`config.mk`:
```
export PLATFORM = sky130hd
export DESIGN_NAME = scr1_pipe_mul_ctrl
export DESIGN_NICKNAME = d
export VERILOG_FILES = /design/src/rtl/scr1_pipe_mul_ctrl.sv
export SDC_FILE = /design/constraint.sdc
export NUM_CORES = 1
export LEC_CHECK = 0
export BUFFER_PORTS_ARGS = -buffer_cell sky130_fd_sc_hd__buf_4
export CORE_ASPECT_RATIO = 0.7
export CORE_MARGIN = 1.5
export CORE_UTILIZATION = 51
export DETAILED_ROUTE_END_ITERATION = 6
export PLACE_DENSITY = 0.95
export SYNTH_ARGS = -nofsm -noshare
export SYNTH_HDL_FRONTEND = slang
export SYNTH_SLANG_ARGS = --single-unit
```
`constraint.sdc`:
```
create_clock -name clk -period 3.64 [get_ports clk]
set_input_delay 1.092 -clock clk [delete_from_list [all_inputs] [get_ports clk]]
set_output_delay 1.092 -clock clk [all_outputs]
set_load 0.02 [all_outputs]
```
`src/rtl/scr1_pipe_mul_ctrl.sv`:
```
// Issue/response controller for the 33x33 iterative multiplier (RV32M MUL/MULH/MULHSU/MULHU).
// Optional product/operand reuse cache enabled by defining SCR1_MUL_FUSE_EN.
module scr1_pipe_mul_ctrl (
  input  logic        clk,
  input  logic        rstn,
  input  logic        req_vd_i,
  output logic        req_rdy_o,
  input  logic [1:0]  req_op_i,
  input  logic [31:0] req_op1_i,
  input  logic [31:0] req_op2_i,
  output logic        res_vd_o,
  output logic [31:0] res_o,
  input  logic        res_rdy_i,
  output logic        mul_valid_o,
  output logic [32:0] mul_din1_o,
  output logic [32:0] mul_din2_o,
  input  logic [31:0] mul_hig_i,
  input  logic [31:0] mul_low_i,
  input  logic        mul_rdy_i,
  output logic        mul_done_o
);

  localparam int unsigned XLEN = 32;
  localparam int unsigned DW   = XLEN + 1;
  localparam int unsigned PW   = 2 * XLEN;

  localparam logic [1:0] OP_MUL    = 2'b00;
  localparam logic [1:0] OP_MULH   = 2'b01;
  localparam logic [1:0] OP_MULHSU = 2'b10;

  typedef enum logic [1:0] {
    ST_IDLE  = 2'd0,
    ST_ISSUE = 2'd1,
    ST_WAIT  = 2'd2,
    ST_RESP  = 2'd3
  } state_t;

  state_t          state;
  state_t          state_next;
  logic [1:0]      op_q;
  logic [XLEN-1:0] op1_q;
  logic [XLEN-1:0] op2_q;
  logic [PW-1:0]   prod_q;
  logic            accept;
  logic            capture;
  logic            hit;

  // Bit[32] carries the sign: rs1 is signed for MULH/MULHSU, rs2 only for MULH
  function automatic logic [DW-1:0] form_din(input logic [1:0] op, input logic [XLEN-1:0] val,
                                             input logic first);
    logic sgn;
    sgn = (op == OP_MULH) || (first && (op == OP_MULHSU));
    return {sgn & val[XLEN-1], val};
  endfunction

  // Operands come from registers so they stay frozen through the correction cycle
  always_comb begin
    mul_din1_o = form_din(op_q, op1_q, 1'b1);
    mul_din2_o = form_din(op_q, op2_q, 1'b0);
    res_o      = (op_q == OP_MUL) ? prod_q[XLEN-1:0] : prod_q[PW-1:XLEN];
    mul_done_o = (state == ST_WAIT) && mul_rdy_i;
  end

`ifdef SCR1_MUL_FUSE_EN
  logic          cache_vld;
  logic [DW-1:0] cache_din1;
  logic [DW-1:0] cache_din2;
  logic [DW-1:0] new_din1;
  logic [DW-1:0] new_din2;

  // MUL only needs the magnitude bits to match: the low word ignores operand signs
  always_comb begin
    new_din1 = form_din(req_op_i, req_op1_i, 1'b1);
    new_din2 = form_din(req_op_i, req_op2_i, 1'b0);
    hit      = cache_vld &&
               (((new_din1 == cache_din1) && (new_din2 == cache_din2)) ||
                ((req_op_i == OP_MUL) &&
                 (new_din1[XLEN-1:0] == cache_din1[XLEN-1:0]) &&
                 (new_din2[XLEN-1:0] == cache_din2[XLEN-1:0])));
  end

  always_ff @(posedge clk) begin
    if (!rstn) begin
      cache_vld  <= 1'b0;
      cache_din1 <= '0;
      cache_din2 <= '0;
    end else if (capture) begin
      cache_vld  <= 1'b1;
      cache_din1 <= mul_din1_o;
      cache_din2 <= mul_din2_o;
    end
  end
`else
  assign hit = 1'b0;
`endif

  // Next-state and transaction strobes
  always_comb begin
    state_next = state;
    accept     = 1'b0;
    capture    = 1'b0;
    case (state)
      ST_IDLE: begin
        if (req_vd_i) begin
          accept     = 1'b1;
          state_next = hit ? ST_RESP : ST_ISSUE;
        end
      end
      ST_ISSUE: state_next = ST_WAIT;
      ST_WAIT: begin
        if (mul_rdy_i) begin
          capture    = 1'b1;
          state_next = ST_RESP;
        end
      end
      ST_RESP: begin
        if (res_rdy_i) state_next = ST_IDLE;
      end
      default: state_next = ST_IDLE;
    endcase
  end

  // State register; handshake outputs are registered copies of the next state
  always_ff @(posedge clk) begin
    if (!rstn) begin
      state       <= ST_IDLE;
      req_rdy_o   <= 1'b1;
      res_vd_o    <= 1'b0;
      mul_valid_o <= 1'b0;
      op_q        <= '0;
      op1_q       <= '0;
      op2_q       <= '0;
      prod_q      <= '0;
    end else begin
      state       <= state_next;
      req_rdy_o   <= (state_next == ST_IDLE);
      res_vd_o    <= (state_next == ST_RESP);
      mul_valid_o <= (state_next == ST_ISSUE);
      if (accept) begin
        op_q  <= req_op_i;
        op1_q <= req_op1_i;
        op2_q <= req_op2_i;
      end
      if (capture) begin
        prod_q <= {mul_hig_i, mul_low_i};
      end
    end
  end

endmodule
```
==> results by stage, run 1 <==
Finish:
- In the final layout, the multi-input gates occupy 0.00229 mm².
- The number of nets in the layout is 979.
- The leading cell type in the layout, fill and taps excluded is buf_4.
- The library cells used most frequently in the layout, excluding fill and tap cells, are buf_4 (239), dfxtp_1 (135), nand2_1 (131), nand3_1 (131), o21ai_1 (68).
- The layout overhead on the synthesized area is 43.4%.
- Leaving out filler cells and counting taps, the final layout contains 987.
- The post-route netlist has 35.7% of its cells at a drive strength greater than 1.
- The layout has 726 filler cells.
- 0 antenna diodes ended up in the layout.
- The sequential cell area in the final layout is 0.00270 mm².

Timing:
- The final-report max-slew violation count is 0.
- Setup violations remaining at the end of the flow were counted as 0.
- After layout, the worst path uses 82.7% of the clock period.
- Summed over all failing endpoints, the final setup total negative slack is 0 ns.
- The final number of hold-violating endpoints is 0.
- Setup repair after global routing left no endpoint under its margin.
- The worst-case headroom to the max-slew limit is 50.1%.
- The highest attainable clock frequency is 332 MHz.
- The worst-case clock skew is 0.00737 ns.
- The actual slew at the worst max-slew pin is 0.748 ns.
- The time the worst path needs with I/O delays and setup is 3.01 ns.

Flow run:
- The count of max-cap constraint violations is 0.

Setup path:
- The critical path arrival is 1.92 ns.
- The worst setup path is launched from a flip-flop.
- The category of the critical setup timing path is flip-flop to output pin.
- The required time at the worst-slack endpoint is 2.55 ns.
- The critical path capture point type is an output pin.
- The biggest fanout along the worst timing path is 32.

Clock tree:
- The clock-pin transition on the worst setup and hold timing paths is 0.06 ns.
- The count of H-tree levels built during CTS is 4.
- The number of clock sinks is 135.
- The tree is rooted in a clkbuf_16.
- The number of resized instances in the post-cts repair step is 0.
- The number of buffers inserted during clock tree synthesis is 17.
- The count of hold buffers inserted by post-cts repair is 0.
- The clock tree from TritonCTS is built.
- Once the clock tree was built, the setup fixing pass inserted 0 buffers.
- The clock latency reported for the late side of the worst-skew pair is 0.40 ns.
- The clock passes through at most 2 buffers.

Placement:
- The count of buffers added on input and output ports is 236.
- The final weighted congestion of routability-driven global placement is 0.791.
- Detailed placement finished with a half-perimeter wire length of 9460 µm.
- In this run, placement finished with an instance count of 955.

Synthesis:
- The cell area that synthesis handed to floorplanning was 0.00536 mm².
- Dividing the synthesized area by the synthesized cell count gives 8.35 µm².
- Counting flops with a built-in enable in the synthesized netlist gives 0.
- The total nets after synthesis is 778.
- The post-synthesis instance total is 641.
- After synthesis, the share of flip-flops with an asynchronous set or reset is 0%.
- The count of state elements after synthesis is 135.
- Sequential elements use 50.5% of the synthesized area.
- In the synthesized netlist the dominant register cell turns out to be dfxtp_1.
- After synthesis, the netlist uses 24 different library cells.
- Yosys printed 0 warnings.

Floorplan:
- For this configuration, the core starts out at a cell density of 52.1%.
- The floorplan die area is 0.0111 mm².
- Measured along the y axis, the die boundary spans 88.7 µm.
- 237 I/O pins were placed.
- The floorplan step defined a core boundary enclosing 0.0103 mm².
- The x dimension of the die is 125 µm.
- The floorplan row count is 31.

Drt:
- The routed wire length is 14100 µm.
- The detailed router placed 5142 vias in this run.
- The vias per cell is 5.21.
- The number of nets with antenna violations after routing is 0.
- In this run, the number of DRC markers left after iteration 0 of detailed routing was 356.
- After detailed routing, the number of remaining DRC violations is 0.
- The wire length per cell after detailed routing is 14.3 µm.
- The number of iterations in the first detailed-routing pass is 4.

GRT:
- Global routing consumed, on the met1 layer, 27.6% of the routing resources.
- The number of global-route vias before repair was 4579.
- For this run, global-route usage on met3 was measured as 7.74%.
- The total track usage is 24.3%.
- The wire length of the first global-routing pass is 21500 µm.
- The initial antenna violation count is 0.
- For this run, global-route usage on met2 was measured as 43.0%.
- Entering global routing, the biggest net connects 129 pins.
- The most used routing layer is met2.
- The remaining global-route overflow is 0.

Status:
- The run finished with clean final reports.

Hold path:
- The min-delay analysis places its worst path in the category flip-flop to flip-flop.

Power:
- The power density over cell area is 531 mW/mm².
- IR analysis of the VDD net gives a maximum drop of 0.000357 V.
- The static leakage power is 3.40 nW.
[area by class of cell]
cell class | instances | area share (%)
Multi-Input combinational cell | 440 | 29.8
Clock buffer | 20 | 5.82
Sequential cell | 135 | 35.2
Clock inverter | 12 | 2.30
Timing Repair Buffer | 244 | 24.6
Tap cell | 132 | 2.15
Inverter | 4 | 0.196
[state kept, by name, indices dropped and copies added, names as in the netlist]
signal / count
state: 2
res_vd_o: 1
op_q: 2
op2_q: 32
op1_q: 32
req_rdy_o: 1
mul_valid_o: 1
prod_q: 64
[report_power, final]
group | internal, mW | switching [mW] | total (mW)
logic | 0.295 | 0.357 | 0.653
registers | 1.58 | 0.0565 | 1.63
clock network | 1.16 | 0.624 | 1.79
[worst paths after layout]
kind                                 from        end  slack, ns  depth (start not counted)
worst min-delay path            op2_q[25]  op2_q[25]       0.45                          2
worst max register to register   state[1]  op2_q[14]       1.89                          4
worst min register to register  op2_q[25]  op2_q[25]       0.45                          2
worst max-delay path              op_q[0]  res_o[27]       0.63                          5
[through the flow]
stage | worst slack [ns] | instance area, µm² | utilization, % | hold slack, ns | power [mW]
global placement | 0.890 | 7060 | 68.7 | 0.436 | 2.30
global route | 0.561 | 7680 | 74.7 | 0.465 | 4.24
floorplan | 0.898 | 5360 | - | 0.428 | 2.04
detailed placement | 0.891 | 7060 | 68.7 | 0.441 | 2.31
finish | 0.631 | 7680 | 74.7 | 0.447 | 4.08
CTS | 0.626 | 7680 | 74.7 | 0.449 | 4.10
[routing by layer]
metal,vias to the layer above,wire length (µm)
met1,2348,5610
met5,-,0
met2,186,7150
met3,19,1100
met4,0,216
li1,2589,-
[synth_stat cells, types with 2 or more instances]
master / n / area share [%]
buf_6: 10 / 2.1
ha_1: 2 / 0.47
o21ai_0: 64 / 6.0
buf_2: 21 / 2.0
clkbuf_1: 20 / 1.4
nand3_1: 131 / 12
nand2b_1: 2 / 0.23
mux2_1: 2 / 0.42
and2_1: 3 / 0.35
inv_1: 4 / 0.28
o21ai_1: 68 / 6.4
mux2_2: 30 / 6.3
dfxtp_1: 135 / 50
nand2_1: 131 / 9.2
clkbuf_2: 9 / 0.84
[kinds of logic (layout without fill, tap and decap cells)]
kind of cell / count (synthesis) / count (layout) / share of synthesized area (%)
compound gates: 135 / 135 / 12.8
fa+ha+maj: 2 / 2 / 0.467
buf+inv: 66 / 280 / 6.80
flops: 135 / 135 / 50.5
mux: 32 / 32 / 6.73
simple gates: 271 / 271 / 22.7
[critical path: stages, from the launching register on]
cell,delay (ns)
dfxtp_1,0.32
inv_1,0.06
ha_1,0.14
buf_4,0.41
mux2_2,0.41
buf_4,0.16
No activity file was read; power rests on OpenSTA's default activity.
==> inputs of run 2 (changes only) <==
- CORE_UTILIZATION: 51 -> 43
- PLACE_DENSITY: 0.95 -> 0.88
- clock period: 3.64 -> 2.7 ns (I/O delays scaled with it)
==> run 2 against run 1 <==
Net effect: register-to-register slack worse by 0.70 ns; critical path depth unchanged; via count shrank 2.5%; worst hold slack is essentially flat; final cell count grew 2.8%; total power up 30%; clock skew grew 0.0058 ns; sequential share of layout area decreased by 0.10 points; wire length fell by 2.1%; sequential power is 35% higher.
==> results by stage, run 2 (same netlist as run 1, synthesis figures left out) <==
Setup path:
- The critical path launch point type is a flip-flop (unchanged).
- The critical path arrival is 1.74 ns (was 1.92 ns).
- The biggest fanout along the worst timing path is 32 (unchanged).
- The category of the critical setup timing path was flip-flop to output pin (unchanged).
- The critical path capture point type is an output pin (unchanged).
- The required time at the worst-slack endpoint is 1.89 ns (was 2.55 ns).

Placement:
- The number of buffers added on ports is 236 (unchanged).
- The setup slack at placement is 0.464 ns (was 0.891 ns).
- The final weighted congestion of routability-driven global placement is 0.815 (was 0.791).
- The estimated wirelength of the detail-placed design is 9720 µm (was 9460 µm).

Floorplan:
- The floorplan die area came to 0.0131 mm² (was 0.0111 mm²).
- The area of the placeable core is 0.0119 mm² (was 0.0103 mm²).
- The overall die height is 96.4 µm (was 88.7 µm).
- The initial cell density of the core came to 44.9% (was 52.1%).
- The floorplan row count is 33 (was 31).
- The number of top-level pins is 237 (unchanged).
- The x dimension of the die is 136 µm (was 125 µm).

Timing:
- The actual slew at the worst max-slew pin is 0.510 ns (was 0.748 ns).
- The worst-case headroom to the max-slew limit is 66.0% (was 50.1%).
- Setup repair after global routing missed its margin: false (unchanged).
- The worst-case clock skew is 0.0131 ns (was 0.00737 ns).
- The total of endpoints with negative setup slack in the final report is 0 (unchanged).
- The share of the cycle needed by the critical path after routing is 94.3%.
- The highest attainable clock frequency is 393 MHz.
- The final number of hold-violating endpoints was 0 (unchanged).
- Counting I/O delays and the setup requirement, the final critical path takes 2.55 ns.
- The minimum setup slack in the final design is 0.155 ns (was 0.631 ns).
- The final-report max-slew violation count is 0 (unchanged).
- The setup total negative slack is 0 ns (unchanged).

Finish:
- Leading cell types in the layout, fill and taps excluded: buf_4 (242), dfxtp_1 (135), nand2_1 (131), nand3_1 (131), o21ai_1 (68) (was buf_4 (239), dfxtp_1 (135), nand2_1 (131), nand3_1 (131), o21ai_1 (68)).
- The layout overhead on the synthesized area was 43.8% (was 43.4%).
- Regs by FF count: prod_q x64, op1_q x32, op2_q x32 (unchanged).
- The fraction of final layout cells with drive strength greater than 1 is 36.1% (was 35.7%).
- The antenna cell count came to 0 (unchanged).
- The leading cell type in the layout, fill and taps excluded is buf_4 (unchanged).
- The top register by number of flip-flops is prod_q (unchanged).
- The flip-flop count of the largest register after layout is 64 (unchanged).
- The number of nets in the layout was 983 (was 979).

Drt:
- The wire length per cell after detailed routing is 13.6 µm (was 14.3 µm).
- The initial DRC count is 231 (was 356).
- The number of nets with antenna violations after routing is 0 (unchanged).
- The number of iterations in the first detailed-routing pass came to 5 (was 4).
- The vias per cell is 4.94 (was 5.21).
- The DRC violations left is 0 (unchanged).
- The via total after detailed routing is 5016 (was 5142).
- The routed wire length is 13800 µm (was 14100 µm).

GRT:
- The number of global-route vias before repair is 4395 (was 4579).
- The initial antenna violation count was 0 (unchanged).
- The remaining global-route overflow was 0 (unchanged).
- The largest net degree at the start of global routing is 129 (unchanged).
- The wire length of the first global-routing pass was 21000 µm (was 21500 µm).
- The total track usage came to 20.3% (was 24.3%).

Clock tree:
- The maximum clock insertion buffer count is 2 (unchanged).
- The post-CTS setup repair buffer count is 0 (unchanged).
- The number of buffers inserted during clock tree synthesis is 17 (unchanged).
- The clock-pin transition on the worst setup and hold timing paths is 0.06 ns (about the same).
- The count of hold buffers inserted by post-cts repair came to 0 (unchanged).
- The CTS root buffer is clkbuf_16 (unchanged).
- The clock latency reported for the late side of the worst-skew pair came to 0.40 ns (about the same).
- The number of clock sinks was 135 (unchanged).
- The count of H-tree levels built during CTS is 4 (unchanged).
- The number of resized instances in the post-cts repair step is 0 (unchanged).
- The clock tree from TritonCTS is built (unchanged).

Power:
- The total power consumption of the routed design is 5.29 mW (was 4.08 mW).
- The power density over cell area was 687 mW/mm² (was 531 mW/mm²).
- The static leakage power came to 3.38 nW (was 3.40 nW).
- The worst vdd rail ir drop came to 0.000426 V (was 0.000357 V).

Status:
- Outcome: finished, final reports clean (unchanged).

Flow run:
- The count of max-cap constraint violations came to 0 (unchanged).

Hold path:
- The path category of the worst min-delay check was flip-flop to flip-flop (unchanged).
## run 2: changes by cell type in the layout (fill, tap and decap cells not counted)
cell	delta
buf_12	+1
clkinvlp_4	+4
clkbuf_8	+1
bufinv_16	-3
clkbuf_1	-2
clkinv_4	-2
clkinv_2	-3
inv_6	+4
buf_4	+3
## run 2: per-stage QoR
stage | utilization [%] | std cells | instance area [µm²] | hold WS [ns]
after floorplan | - | 641 | 5360 | 0.428
after global placement | 59.8 | 984 | 7130 | 0.435
after detailed placement | 59.8 | 984 | 7130 | 0.440
after CTS | 64.5 | 1015 | 7700 | 0.449
after global routing | 64.5 | 1015 | 7700 | 0.463
final | 64.5 | 1015 | 7700 | 0.446
## run 2: worst max-delay path, stage by stage, from the launching register on
cell     delay [ns]
dfxtp_1        0.31
inv_1          0.07
ha_1           0.19
buf_12         0.21
mux2_2         0.38
buf_4          0.16
## run 2: final cells by class
cell class,instances,area [µm²]
fillers,993,4230
flip-flops and latches,135,2700
multi-input cells,440,2290
repair buffers,248,1930
clock buffers,19,453
well taps,157,196
clock inverters,12,119
inverters,4,15.0
## run 2: where the power goes
group          switching, mW  leakage [nW]  internal, mW
clock                  0.885         0.261          1.32
combinational          0.477          2.02         0.405
sequential            0.0756          1.10          2.13
total                   1.44          3.38          3.85
## run 2: path summary, 6_finish.rpt
check,start,end,slack (ns),depth (start not counted)
worst max register to register,state[0],prod_q[22],1.19,4
worst max-delay path,op_q[1],res_o[24],0.15,5
worst min register to register,op1_q[10],op1_q[10],0.45,2
worst min-delay path,op1_q[10],op1_q[10],0.45,2
## run 2: metal layers
layer	vias up	share of wire (%)	track usage, %
li1	2605	-	-
met1	2244	45	25.1
met2	158	46	33.3
met3	9	8.4	7.77
met4	0	0.69	5.23
met5	-	0	0
